[src/rtl/rob_scheduler.sv]
// Reorder buffer scheduler: allocates entries in program order, accepts
// out-of-order writebacks and retires completed entries in order from the head.
module rob_scheduler #(
   parameter int ID_SIZE          = 3,
   parameter int REG_ADDRESS_SIZE = 5,
   parameter int REGISTER_SIZE    = 32
) (
   input  logic                        clk,
   input  logic                        reset,
   input  logic                        alloc_valid,
   input  logic [REG_ADDRESS_SIZE-1:0] alloc_addr,
   input  logic                        alloc_we,
   output logic                        alloc_ready,
   output logic [ID_SIZE-1:0]          alloc_id,
   input  logic                        wb_valid,
   input  logic [ID_SIZE-1:0]          wb_id,
   input  logic [REGISTER_SIZE-1:0]    wb_value,
   output logic                        commit_valid,
   input  logic                        commit_ready,
   output logic [REG_ADDRESS_SIZE-1:0] commit_addr,
   output logic [REGISTER_SIZE-1:0]    commit_value,
   output logic                        commit_we,
   input  logic                        flush,
   output logic [ID_SIZE-1:0]          head,
   output logic [ID_SIZE-1:0]          tail,
   output logic [ID_SIZE:0]            count,
   output logic                        full,
   output logic                        empty
);

   localparam int                 DEPTH     = 2**ID_SIZE;
   localparam logic [ID_SIZE-1:0] ID_ONE    = 1;
   localparam logic [ID_SIZE:0]   CNT_ONE   = 1;
   localparam logic [ID_SIZE:0]   CNT_DEPTH = {1'b1, {ID_SIZE{1'b0}}};

   typedef enum logic {RUN, FLUSH} state_t;

   typedef struct packed {
      logic                        valid;
      logic                        done;
      logic [REG_ADDRESS_SIZE-1:0] addr;
      logic                        we;
      logic [REGISTER_SIZE-1:0]    value;
   } entry_t;

   entry_t             r_entry [DEPTH];
   state_t             r_state;
   state_t             w_state_next;
   logic [ID_SIZE-1:0] r_head;
   logic [ID_SIZE-1:0] r_tail;
   logic [ID_SIZE:0]   r_count;
   entry_t             w_head_entry;
   logic               w_alloc;
   logic               w_commit;
   logic               w_wb;

   assign w_head_entry = r_entry[r_head];
   assign full         = (r_count == CNT_DEPTH);
   assign empty        = (r_count == '0);

   // NOTE: every output of this block gets a default first, so no path can infer a latch.
   always_comb begin
      w_state_next = RUN;
      alloc_ready  = 1'b0;
      commit_valid = 1'b0;
      if (flush) begin
         w_state_next = FLUSH;
      end
      if (r_state == RUN) begin
         alloc_ready  = !full && !flush;
         commit_valid = w_head_entry.valid && w_head_entry.done;
      end
   end

   // Slot availability comes from registered count only; a commit frees nothing until the next cycle.
   assign w_alloc  = alloc_valid && alloc_ready;
   assign w_commit = commit_valid && commit_ready && !flush;
   assign w_wb     = wb_valid && r_entry[wb_id].valid && (r_state == RUN) && !flush;

   // NOTE: all state below uses non-blocking assignments so every register samples pre-edge values.
   always_ff @(posedge clk) begin
      if (reset) begin
         r_state <= RUN;
         r_head  <= '0;
         r_tail  <= '0;
         r_count <= '0;
         // NOTE: the entry array is reset in full because the commit fields must read zero after reset.
         for (int i = 0; i < DEPTH; i++) begin
            r_entry[i] <= '0;
         end
      end else if (flush) begin
         r_state <= w_state_next;
         r_head  <= '0;
         r_tail  <= '0;
         r_count <= '0;
         for (int i = 0; i < DEPTH; i++) begin
            r_entry[i].valid <= 1'b0;
            r_entry[i].done  <= 1'b0;
         end
      end else begin
         r_state <= w_state_next;
         if (w_alloc) begin
            r_entry[r_tail].valid <= 1'b1;
            r_entry[r_tail].done  <= 1'b0;
            r_entry[r_tail].addr  <= alloc_addr;
            r_entry[r_tail].we    <= alloc_we;
            r_tail                <= r_tail + ID_ONE;
         end
         if (w_wb) begin
            r_entry[wb_id].done  <= 1'b1;
            r_entry[wb_id].value <= wb_value;
         end
         // Retirement is last so its valid clear wins over any same-entry update above.
         if (w_commit) begin
            r_entry[r_head].valid <= 1'b0;
            r_head                <= r_head + ID_ONE;
         end
         case ({w_alloc, w_commit})
            2'b10:   r_count <= r_count + CNT_ONE;
            2'b01:   r_count <= r_count - CNT_ONE;
            default: r_count <= r_count;
         endcase
      end
   end

   assign alloc_id     = r_tail;
   assign head         = r_head;
   assign tail         = r_tail;
   assign count        = r_count;
   assign commit_addr  = w_head_entry.addr;
   assign commit_value = w_head_entry.value;
   assign commit_we    = w_head_entry.we;

endmodule
[config.mk]
export PLATFORM = sky130hd
export DESIGN_NAME = rob_scheduler
export DESIGN_NICKNAME = d
export VERILOG_FILES = /design/src/rtl/rob_scheduler.sv
export SDC_FILE = /design/constraint.sdc
export NUM_CORES = 1
export LEC_CHECK = 0
export CORE_AREA = 2 2 212 214
export DETAILED_ROUTE_END_ITERATION = 8
export DIE_AREA = 0 0 214 216
export PLACE_DENSITY = 0.49
export SYNTH_ARGS = -nofsm -noshare
export SYNTH_HDL_FRONTEND = slang
export SYNTH_SLANG_ARGS = --single-unit
[constraint.sdc]
create_clock -name clk -period 4.55 [get_ports clk]
set_clock_uncertainty 0.05 [all_clocks]
set_input_delay 0.91 -clock clk [delete_from_list [all_inputs] [get_ports clk]]
set_output_delay 0.91 -clock clk [all_outputs]
set_load 0.02 [all_outputs]
==> out/results.env <==
RUN_STATUS='completed'
DRTPASS1ITERATIONS=4
DESIGN.DIE.AREA_MM2=0.04622
SYNTH_SEQ_AREA_SHARE_PCT=64.00
MAX_SLEW_MARGIN_PCT=58.65
SYN-NUM-NETS=1005
CRIT_PATH_TOP_DELAY_CELL='sky130_fd_sc_hd__dfxtp_4'
POSTCTSSETUPBUFFERS=0
POWER.SHARE.COMBINATIONAL_PCT=4.4
GP_ROUTABILITY_CONGESTION=0.7403
WORSTMARGINPINSLEW_NS=0.6203
CLOCK_PATH_BUFFERS=3
REPORT.POWER.TOTAL_mW=6.706
GRT_PASS1_WL_UM=56440
PATH_MAX_FANOUT=27
CLOCK_POWER_SHARE_PCT=44.0
REGISTER_TO_REGISTER_PATH_SETUP_SLACK_NS=1.46
GROWTH_OF_DESIGN_AREA_FROM_SYNTHESIS_TO_FINISH_PCT=19.46
SYNTH_CELL_TYPES=48
WORSTSETUPPATHTYPE='reg2out'
CORE_AREA_MM2=0.04384
SETUP_TNS_NS=0
TIMING.FINAL.HOLD_VIOLATIONS=0
WORST_PATH_ARRIVAL_NS=3.12
TIMING.HOLD.WORST.START='r_entry[5][38]'
WORST_SETUP_PATH_START_KIND='register'
ANTENNA_VIOLATING_NETS_REMAINING=0
VIASPERCELL=4.816
GRT_REMAINING_OVERFLOW=0
PLACED_AREA_MM2=0.01696
SYNTHCELLS=952
MIN_DELAY_PATH_DEPTH=2
FINAL_MIN_PERIOD_OVER_CLOCK_PERIOD_PCT=89.57
CRIT_CHAIN='buf_12, mux4_1, mux2_2, clkdlybuf4s50_1'
CTSHOLDBUFFERS=0
VDD.IR_DROP.WORST_mV=0.1912
TOTAL_SWITCHING_POWER_mW=1.403
YS_DOMINANT_REG_CELL='sky130_fd_sc_hd__edfxtp_1'
IOPINCOUNT=102
REPORT.FINAL.SLEW_VIOL_COUNT=0
ANTENNA_FOUND_INITIAL=1
CRITICAL-PATH-TOP-DELAY-FAMILY='multiplexers'
LAYOUT_COMMON_CELLS='sky130_fd_sc_hd__and2_1, sky130_fd_sc_hd__edfxtp_1, sky130_fd_sc_hd__clkdlybuf4s50_1'
DIE_W_UM=214
HOLDCRITPATHCLASS='reg2reg'
HOLD-PATH-ENDPOINT='r_entry[5][38]'
YS.WARNINGS.COUNT=0
LEAKAGEPOWER_nW=6.486
DRIVE_ABOVE_1_SHARE_PCT=18.88
RSZ0062_AT_GRT='no'
LAYOUT.FILLER_CELLS=3977
ROWS=77
R2R.WORST_PATH.CELLS=9
POSTSYNTHREGISTERBITS=334
CLOCK_TREE_FROM_TRITONCTS='yes'
ROUTED_WIRE_LENGTH_PER_INSTANCE_UM=22.00
CAP_VIOL_MAX_COUNT=0
END_KIND='output port'
SYNTH_ENABLE_FLOP_CELLS=304
CELLINTERNALPOWER_mW=5.302
START_UTIL_PCT=34.68
GRT_PASS1_VIAS=8705
POWER_PER_CELL_AREA_mW_PER_MM2=369.3
CTSHTREEMAXLEVEL=2
DRT_WL_TOTAL_UM=37420
SEQ_POWER_SHARE_PCT=51.5
IO_BUFFER_COUNT=101
MAX_FREQ_MHz=245.4
FF_LATCH_AREA_MM2=0.009738
CLOCK-SINKS=334
VIA_COUNT=8192
SYNTH-ASYNC-RESET-RATIO_PCT=0
POSTLAYOUTCELLAREA_MM2=0.01816
PERIOD_NEEDED_NS=4.076
MAXIMUM_SINGLE_STAGE_DELAY_ON_THE_CRITICAL_PATH_NS=0.74
GR-USAGE-ALL-LAYERS_PCT=16.43
DP_CELLS=1631
PIN_COUNT_OF_THE_BIGGEST_NET_ENTERING_GLOBAL_ROUTING=34
CP_NUM_BUF_INV=2
MEAN_AREA_PER_SYNTHESIZED_CELL_UM2=15.97
DPL_WORST_SLACK_NS=0.8010
SETUP_VIOL_COUNT_FINAL=0
FINALHOLDWORSTSLACK_NS=0.4046
DRCVIOLATIONCOUNT=0
CTS_MADE_BUFFERS=38
LAYOUT_COMMONEST_CELL='sky130_fd_sc_hd__and2_1'
INSERTION_DELAY_NS=0.53
PLACE.DETAILED.HPWL_UM=21780
LAYOUT.NETS=1132
REG2REG_END='count[3]'
MULTIINPUTGATEAREA_MM2=0.005096
AREA_OF_THE_MAPPED_NETLIST_MM2=0.01520
FIN_UTIL_PCT=41.43
CLKSLEWWORSTSETUPHOLDPATHS_NS=0.05
FIN_CELLS=1701
CLK_ROOT_BUFFER_CELL='sky130_fd_sc_hd__clkbuf_16'
TIMING.CRITICAL_PATH.REQUIRED_NS=3.59
POST_CTS.RESIZED_INSTANCES=0
SWSHARE_PCT=20.93
DETAIL_ROUTE.ITER0.VIOLATIONS=492
DIE-HEIGHT_UM=216
LAYOUT_SETUP_WS_NS=0.4745
[synth_stat cells, types with 8 or more instances]
| cell type | number | area share (%) |
|---|---|---|
| sky130_fd_sc_hd__mux2_2 | 39 | 2.9 |
| sky130_fd_sc_hd__clkbuf_2 | 21 | 0.69 |
| sky130_fd_sc_hd__edfxtp_1 | 304 | 60 |
| sky130_fd_sc_hd__or2_2 | 16 | 0.66 |
| sky130_fd_sc_hd__buf_2 | 9 | 0.30 |
| sky130_fd_sc_hd__nor2_1 | 18 | 0.44 |
| sky130_fd_sc_hd__nand2_1 | 18 | 0.44 |
| sky130_fd_sc_hd__and2_1 | 305 | 13 |
| sky130_fd_sc_hd__mux4_1 | 25 | 4.3 |
| sky130_fd_sc_hd__o21bai_1 | 8 | 0.40 |
| sky130_fd_sc_hd__dfxtp_1 | 30 | 4.0 |
| sky130_fd_sc_hd__a21oi_1 | 17 | 0.56 |
| sky130_fd_sc_hd__mux4_2 | 53 | 7.9 |
[worst max path at each step]
stage	to	from	slack, ns	depth (start not counted)
after CTS	commit_value[11]	register	0.41	4
after global placement	r_entry[6][24]	reset	0.85	6
after detailed placement	r_entry[6][22]	reset	0.80	6
after global routing	commit_value[11]	register	0.35	4
final	commit_value[11]	register	0.47	4
after floorplan	count[3]	flush	1.75	10
[kinds of logic after synthesis]
| group | after synthesis | share of synthesized area, % |
|---|---|---|
| and+or+nand+nor | 395 | 16.09 |
| DFF | 334 | 64.00 |
| muxes | 118 | 15.13 |
| buffers and inverters | 59 | 2.477 |
| AOI/OAI and AO/OA | 34 | 1.416 |
| xor gates and xnor gates | 6 | 0.3457 |
| adders and majority gates | 6 | 0.5432 |
[power by group through the flow]
stage,Clock [mW],Sequential (mW),Combinational (mW)
finish,2.95,3.46,0.297
global route,3.14,3.46,0.320
CTS,3.02,3.46,0.306
detailed placement,0,3.52,0.305
global placement,0,3.52,0.305
floorplan,0,3.51,0.130
[layout make-up]
| cell class | count | area share [%] |
|---|---|---|
| Sequential cell | 334 | 53.62 |
| Multi-Input combinational cell | 559 | 28.06 |
| Timing Repair Buffer | 140 | 7.524 |
| Clock buffer | 56 | 5.891 |
| Tap cell | 592 | 4.079 |
| Clock inverter | 12 | 0.6683 |
| Inverter | 6 | 0.1240 |
| Antenna cell | 2 | 0.02756 |
[worst register-to-register path: cells and delay by family (launching register included)]
family	cells	cell delay (ns)
fa+ha+maj	2	0.52
xor+xnor	1	0.09
compound gates	4	0.77
mux	1	0.65
flops	1	0.63
simple gates	1	0.30
[sequential cells by signal (all words and copies together), names as in the netlist, named ones only]
| name | cells |
|---|---|
| alloc_id | 3 |
| count | 4 |
| head | 3 |
| r_entry | 320 |
| r_state | 1 |
[routing by layer]
layer	track usage (%)	share of wire, %	vias to the layer above
li1	-	-	3801
met1	22.38	46	4181
met2	27.14	48	163
met3	3.185	4.4	45
met4	3.939	1.7	2
met5	0	0.037	-
Note: power is estimated with default switching activity, not from simulation.
